===== config.mk =====
export PLATFORM = sky130hd
export DESIGN_NAME = linealizador
export DESIGN_NICKNAME = d
export VERILOG_FILES = /design/src/rtl/linealizador.sv
export SDC_FILE = /design/constraint.sdc
export NUM_CORES = 1
export LEC_CHECK = 0
export BUFFER_PORTS_ARGS = -buffer_cell sky130_fd_sc_hd__buf_2
export CORE_MARGIN = 1
export CORE_UTILIZATION = 51
export DETAILED_ROUTE_END_ITERATION = 7
export GPL_ROUTABILITY_DRIVEN = 1
export PLACE_DENSITY = 0.7
export SETUP_SLACK_MARGIN = 0.5
export SLEW_MARGIN = 20
export SYNTH_ARGS = -nofsm -noshare
export SYNTH_HDL_FRONTEND = slang
export SYNTH_SLANG_ARGS = --single-unit

===== constraint.sdc =====
create_clock -name CLK -period 5.2 [get_ports CLK]
set_input_delay 1.04 -clock CLK [delete_from_list [all_inputs] [get_ports CLK]]
set_output_delay 1.04 -clock CLK [all_outputs]
set_load 0.1 [all_outputs]

===== src/rtl/linealizador.sv =====
// linealizador: sequential linearizer. Takes an IEEE-754 single T, computes
// GAIN*T + OFFSET on a signed Q2.30 fixed-point datapath (shift-add multiplier,
// bit-serial normalizer) and returns the result as an IEEE-754 single.
module linealizador #(
    parameter int                 P      = 32,
    parameter logic signed [31:0] GAIN   = 32'sh6000_0000,
    parameter logic signed [31:0] OFFSET = 32'sh1000_0000
) (
    input  logic         CLK,
    input  logic         RST_LN,
    input  logic         RST_FSM_LN,
    input  logic         Begin_FSM_LN,
    input  logic [P-1:0] T,
    output logic         ACK_LN,
    output logic         O_F,
    output logic         U_F,
    output logic [P-1:0] RESULT
);

    typedef enum logic [2:0] {
        S_IDLE   = 3'd0,
        S_DECODE = 3'd1,
        S_MUL    = 3'd2,
        S_ADD    = 3'd3,
        S_NORM   = 3'd4,
        S_PACK   = 3'd5,
        S_DONE   = 3'd6
    } state_t;

    // The multiplier works on magnitudes; the slope sign is folded back after.
    localparam logic        GAIN_NEG   = GAIN[31];
    localparam logic [31:0] GAIN_MAG   = GAIN[31] ? 32'(-GAIN) : 32'(GAIN);
    localparam logic [33:0] OFFSET_EXT = {{2{OFFSET[31]}}, OFFSET};

    // Magnitude of a normal float (|value| < 2) as Q2.30, truncated; tiny
    // values and denormals collapse to zero.
    function automatic logic [31:0] fixed_of_float(input logic [7:0] exp,
                                                   input logic [22:0] frac);
        logic [31:0] sig;
        sig = {8'd0, 1'b1, frac};
        if (exp < 8'd97) begin
            fixed_of_float = 32'd0;
        end else if (exp >= 8'd120) begin
            fixed_of_float = sig << (exp - 8'd120);
        end else begin
            fixed_of_float = sig >> (8'd120 - exp);
        end
    endfunction

    state_t      r_state;
    logic [31:0] r_t;
    logic        r_x_sign;
    logic [63:0] r_mcand;
    logic [31:0] r_mplier;
    logic [63:0] r_prod;
    logic [4:0]  r_cnt;
    logic        r_y_sign;
    logic [31:0] r_m;

    logic [31:0] w_x_mag;
    logic [33:0] w_prod_q;
    logic [33:0] w_prod_sgn;
    logic [33:0] w_y;
    logic [33:0] w_y_abs;
    logic        w_y_ovf;
    logic        w_y_zero;
    logic        w_unused;

    assign w_x_mag    = fixed_of_float(r_t[30:23], r_t[22:0]);
    // Dropping the low 30 bits of a magnitude product truncates toward zero.
    assign w_prod_q   = r_prod[63:30];
    assign w_prod_sgn = (GAIN_NEG ^ r_x_sign) ? (34'd0 - w_prod_q) : w_prod_q;
    assign w_y        = w_prod_sgn + OFFSET_EXT;
    assign w_y_abs    = w_y[33] ? (34'd0 - w_y) : w_y;
    // Y fits the Q2.30 word only when bits 33..31 are a pure sign extension.
    assign w_y_ovf    = (w_y[33:31] != 3'b000) && (w_y[33:31] != 3'b111);
    assign w_y_zero   = (w_y == 34'd0);
    assign w_unused   = ^{r_prod[29:0], r_m[7:0], w_y_abs[33:32]};

    // Control FSM and datapath: one multiply or normalize step per cycle.
    always_ff @(posedge CLK or negedge RST_LN) begin
        if (!RST_LN) begin
            r_state  <= S_IDLE;
            r_t      <= 32'd0;
            r_x_sign <= 1'b0;
            r_mcand  <= 64'd0;
            r_mplier <= 32'd0;
            r_prod   <= 64'd0;
            r_cnt    <= 5'd0;
            r_y_sign <= 1'b0;
            r_m      <= 32'd0;
            ACK_LN   <= 1'b0;
            O_F      <= 1'b0;
            U_F      <= 1'b0;
            RESULT   <= 32'd0;
        end else if (RST_FSM_LN) begin
            r_state <= S_IDLE;
            ACK_LN  <= 1'b0;
        end else begin
            case (r_state)
                S_IDLE: begin
                    if (Begin_FSM_LN) begin
                        r_t     <= T;
                        r_state <= S_DECODE;
                    end else begin
                        r_state <= S_IDLE;
                    end
                end
                S_DECODE: begin
                    if (r_t[30:23] >= 8'd128) begin
                        O_F     <= 1'b1;
                        U_F     <= 1'b0;
                        RESULT  <= {r_t[31], 8'hFF, 23'd0};
                        ACK_LN  <= 1'b1;
                        r_state <= S_DONE;
                    end else begin
                        r_x_sign <= r_t[31];
                        r_mcand  <= {32'd0, w_x_mag};
                        r_mplier <= GAIN_MAG;
                        r_prod   <= 64'd0;
                        r_cnt    <= 5'd0;
                        r_state  <= S_MUL;
                    end
                end
                S_MUL: begin
                    if (r_mplier[0]) begin
                        r_prod <= r_prod + r_mcand;
                    end else begin
                        r_prod <= r_prod;
                    end
                    r_mcand  <= r_mcand << 1;
                    r_mplier <= r_mplier >> 1;
                    if (r_cnt == 5'd31) begin
                        r_state <= S_ADD;
                    end else begin
                        r_cnt <= r_cnt + 5'd1;
                    end
                end
                S_ADD: begin
                    r_y_sign <= w_y[33];
                    if (w_y_ovf) begin
                        O_F     <= 1'b1;
                        U_F     <= 1'b0;
                        RESULT  <= {w_y[33], 8'hFF, 23'd0};
                        ACK_LN  <= 1'b1;
                        r_state <= S_DONE;
                    end else if (w_y_zero) begin
                        O_F     <= 1'b0;
                        U_F     <= 1'b1;
                        RESULT  <= 32'd0;
                        ACK_LN  <= 1'b1;
                        r_state <= S_DONE;
                    end else begin
                        r_m     <= w_y_abs[31:0];
                        r_cnt   <= 5'd0;
                        r_state <= S_NORM;
                    end
                end
                S_NORM: begin
                    if (r_m[31]) begin
                        r_state <= S_PACK;
                    end else begin
                        r_m   <= r_m << 1;
                        r_cnt <= r_cnt + 5'd1;
                    end
                end
                S_PACK: begin
                    // Leading one at 31-s gives a biased exponent of 127+(31-s)-30.
                    O_F     <= 1'b0;
                    U_F     <= 1'b0;
                    RESULT  <= {r_y_sign, 8'd128 - {3'd0, r_cnt}, r_m[30:8]};
                    ACK_LN  <= 1'b1;
                    r_state <= S_DONE;
                end
                S_DONE: begin
                    r_state <= S_DONE;
                end
                default: begin
                    ACK_LN  <= 1'b0;
                    r_state <= S_IDLE;
                end
            endcase
        end
    end

endmodule


==> results.sh <==
export IMPL_status="complete, no violations"
export IMPL_clkTransAtPathRegs_ns=0.06
export IMPL_row_count=71
export IMPL_design_portCount=71
export IMPL_avgSynthCellArea_sq_um=8.723
export IMPL_period_needed_ns=4.590
export IMPL_r2r_slack_ns=0.61
export IMPL_cp_end_kind="register"
export IMPL_fin_hold_ws_ns=0.4828
export IMPL_yosys_most_used_dff="dfrtp_1"
export IMPL_grt_max_degree=133
export IMPL_yosys_register_bits=268
export IMPL_dp_hpwl_um=39080
export IMPL_layout_drive_gt1_share=0.1545
export IMPL_crit_path_start_kind="register"
export IMPL_clock_sinks=268
export IMPL_dpl_cell_count=2712
export IMPL_start_util=0.5190
export IMPL_crit_path_max_fanout=12
export IMPL_first_global_vias=16725
export IMPL_diodes=0
export IMPL_place_area_sq_mm=0.02038
export IMPL_critPathMaxStageDelay_ns=0.56
export IMPL_postLayoutCoreUtil=0.5796
export IMPL_cp_top_family="simple AND/OR/NAND/NOR gates"
export IMPL_root_buffer="clkbuf_16"
export IMPL_hold_class="register to register"
export IMPL_ir_worst_vdd_v=0.0004409
export IMPL_yosysUniqueCellTypes=90
export IMPL_route_detailed_drc=0
export IMPL_netlist_area_sq_mm=0.01955
export IMPL_rsz0062_at_grt="no"
export IMPL_synthArstFlopShare=1.000
export IMPL_grt_usage=0.2774
export IMPL_clkLatencyLatePin_ns=0.60
export IMPL_grt_use_met3=0.02742
export IMPL_cts_buffers=31
export IMPL_path_cells="buf_4, or4_1, or4_4, o31ai_4, xnor2_2, ha_4, nand3b_1, a41oi_2, a211oi_2, buf_4, xnor2_2, nor4_4, a211oi_4, and3_4, a211oi_4, buf_4, buf_12, mux2_2"
export IMPL_max_freq_mhz=217.9
export IMPL_ys_seq_area_frac=0.3431
export IMPL_grt_util_met1=0.3635
export IMPL_die_x_um=197.8
export IMPL_avgRoutedWirePerCell_um=19.18
export IMPL_die_h_um=197.8
export IMPL_maxCapViolCount=0
export IMPL_wl_um=53500
export IMPL_cp_common_cell="buf_4"
export IMPL_setup_viol=0
export IMPL_vias_per_cell=6.153
export IMPL_tns_ns=0
export IMPL_grt_ovfl_total=0
export IMPL_dr_pass1_iters=6
export IMPL_antenna_found_initial=0
export IMPL_worstPathArrival_ns=5.07
export IMPL_design_area_sq_mm=0.02183
export IMPL_synth_fp_nets=2350
export IMPL_critical_path_class="register to register"
export IMPL_finClkSkew_ns=0.02721
export IMPL_cp_required_ns=5.68
export IMPL_yosys_warnings=0
export IMPL_synthToLayoutAreaGrowth_pct=11.68
export IMPL_slowest_stage="or4_4"
export IMPL_ant_nets=0
export IMPL_finalNetCount=2362
export IMPL_top_usage_layer="met2"
export IMPL_slew_viol_final=0
export IMPL_hold_buffers=0
export IMPL_cts_tree="done"
export IMPL_grt_pass1_wl_um=88330
export IMPL_h_tree_depth=1
export IMPL_dieArea_sq_mm=0.03912
export IMPL_final_hold_violation_count=0
export IMPL_first_iter_violations=1288
export IMPL_p_leak_nw=9.331
export IMPL_io_buffers=70
export IMPL_synth_edff_count=0
export IMPL_fin_crit_sh=0.8826
export IMPL_vias=17162
export IMPL_path_buf_inv=4
export IMPL_tightest_slew_ns=1.080
export IMPL_max_slew_margin_rel=0.2799
export IMPL_synth_cells=2241
export IMPL_p_per_area_mw_per_mm2=725.9
export IMPL_post_layout_nonfiller_instances=2789
export IMPL_clk_path_buf_depth=3
export IMPL_use_met2=0.4844
export IMPL_fp_coreArea_sq_mm=0.03767
export IMPL_place_gp_congestion=0.9531
-- final timing paths --
kind | depth (start not counted) | endpoint | start
max | 18 | r_m[23]$_DFFE_PN0P_ | r_prod[30]$_DFFE_PN0P_
min reg2reg | 1 | RESULT[30]$_DFFE_PN0P_ | RESULT[30]$_DFFE_PN0P_
min in group asynchronous | 1 | r_cnt[2]$_DFFE_PN0P_ | RST_LN
max reg2reg | 18 | r_m[23]$_DFFE_PN0P_ | r_prod[30]$_DFFE_PN0P_
min | 1 | RESULT[30]$_DFFE_PN0P_ | RESULT[30]$_DFFE_PN0P_
max in group asynchronous | 2 | r_prod[41]$_DFFE_PN0P_ | RST_LN
-- metal layers --
layer	share of wire	wire, um
met1	0.44	23780
met2	0.49	26170
met3	0.039	2068
met4	0.028	1480
met5	0	0
-- cells in the final DEF (no fill, tap or decap), types with 15 or more instances in the layout --
cell type | netlist | final
nor2_1 | 107 | 106
o22ai_1 | 33 | 33
and3_1 | 19 | 18
xor2_1 | 59 | 59
nand4_1 | 22 | 22
a22o_1 | 74 | 74
o21ai_0 | 175 | 172
nor2b_1 | 21 | 21
o21bai_1 | 19 | 19
a211oi_1 | 32 | 31
dfrtp_1 | 268 | 264
nand2_1 | 290 | 290
xnor2_1 | 79 | 76
a21oi_1 | 146 | 146
nor3_1 | 49 | 47
inv_1 | 61 | 58
ha_1 | 72 | 70
o211ai_1 | 16 | 16
a2bb2oi_1 | 29 | 29
mux2i_1 | 88 | 87
o31ai_1 | 22 | 21
buf_2 | 8 | 69
or2_2 | 15 | 15
buf_4 | 4 | 66
nand3_1 | 45 | 45
mux2_2 | 78 | 78
a21o_1 | 20 | 20
a31oi_1 | 15 | 15
clkbuf_16 | 0 | 31
-- where the power goes --
part / leakage [nW] / internal [mW] / switching (mW)
clock: 0.565 / 1.52 / 0.972
sequential: 3.46 / 2.81 / 0.856
combinational: 5.31 / 3.65 / 6.05
total: 9.33 / 7.97 / 7.88
-- state kept, by name, summed over array words and instances (netlist names) --
register and cells:
r_mcand 64, r_prod 64, RESULT 32, r_m 32, r_t 32, r_mplier 31, r_cnt 5, r_state 3
ACK_LN 1, O_F 1, U_F 1, r_x_sign 1, r_y_sign 1
-- cells by family (layout without fill, tap and decap cells) --
kind of cell             after synthesis  after routing  share of synthesized area
flip-flops                           268            268                     0.3431
AND/OR/NAND/NOR                      661            661                     0.1600
multiplexers                         180            180                     0.1021
XOR/XNOR                             139            139                    0.06266
AO/OA/AOI/OAI                        695            695                     0.2389
adder cells (fa/ha/maj)               73             73                    0.04711
buffers and inverters                225            262                    0.04609
-- synthesized netlist by cell type (7+ instances only) --
cell type	count	area (sq um)
nand2_1	290	1089
dfrtp_1	268	6706
o21ai_0	175	875.8
a21oi_1	146	730.7
clkbuf_1	133	499.2
nor2_1	107	401.6
mux2i_1	88	880.8
xnor2_1	79	691.9
mux2_2	78	878.3
a22o_1	74	648.1
ha_1	72	900.9
inv_1	61	229.0
xor2_1	59	516.8
nor3_1	49	245.2
nand3_1	45	225.2
o22ai_1	33	206.5
a211oi_1	32	240.2
a2bb2oi_1	29	254.0
nand4_1	22	137.6
o31ai_1	22	165.2
nor2b_1	21	131.4
a21o_1	20	150.1
and3_1	19	118.9
o21bai_1	19	142.6
or4_1	18	135.1
o211ai_1	16	120.1
a31oi_1	15	93.84
or2_2	15	93.84
and2_1	14	87.58
buf_1	14	52.55
o41ai_1	14	122.6
a22oi_1	13	97.59
or3_1	12	75.07
nand2b_1	11	68.82
o21a_1	10	75.07
nor4_1	9	56.30
buf_2	8	40.04
mux2_1	7	78.83
mux4_2	7	157.7
-- what timing repair did --
action	CTS	global route
buffers inserted	12	6
resized for setup	23	5
endpoints found under the setup margin	65	58
pin swaps	8	8
cloned	1	0
-- layout make-up --
class | instances | area (sq um)
timing repair buffer | 141 | 954.7
clock inverter | 26 | 375.4
inverter | 63 | 241.5
multi-input combinational | 1748 | 12120
fill | 3393 | 15840
tap | 511 | 639.4
sequential | 268 | 6711
clock buffer | 32 | 789.5
-- stage by stage --
step / total power, mW / setup slack [ns]
2_1_floorplan: 10.68 / 0.5077
3_3_place_gp: 12.83 / 0.3293
3_5_place_dp: 13.00 / 0.2126
4_1_cts: 15.73 / 0.5167
5_1_grt: 16.99 / 0.4890
6_report: 15.85 / 0.6102
Power figures use the tool's default switching activity.
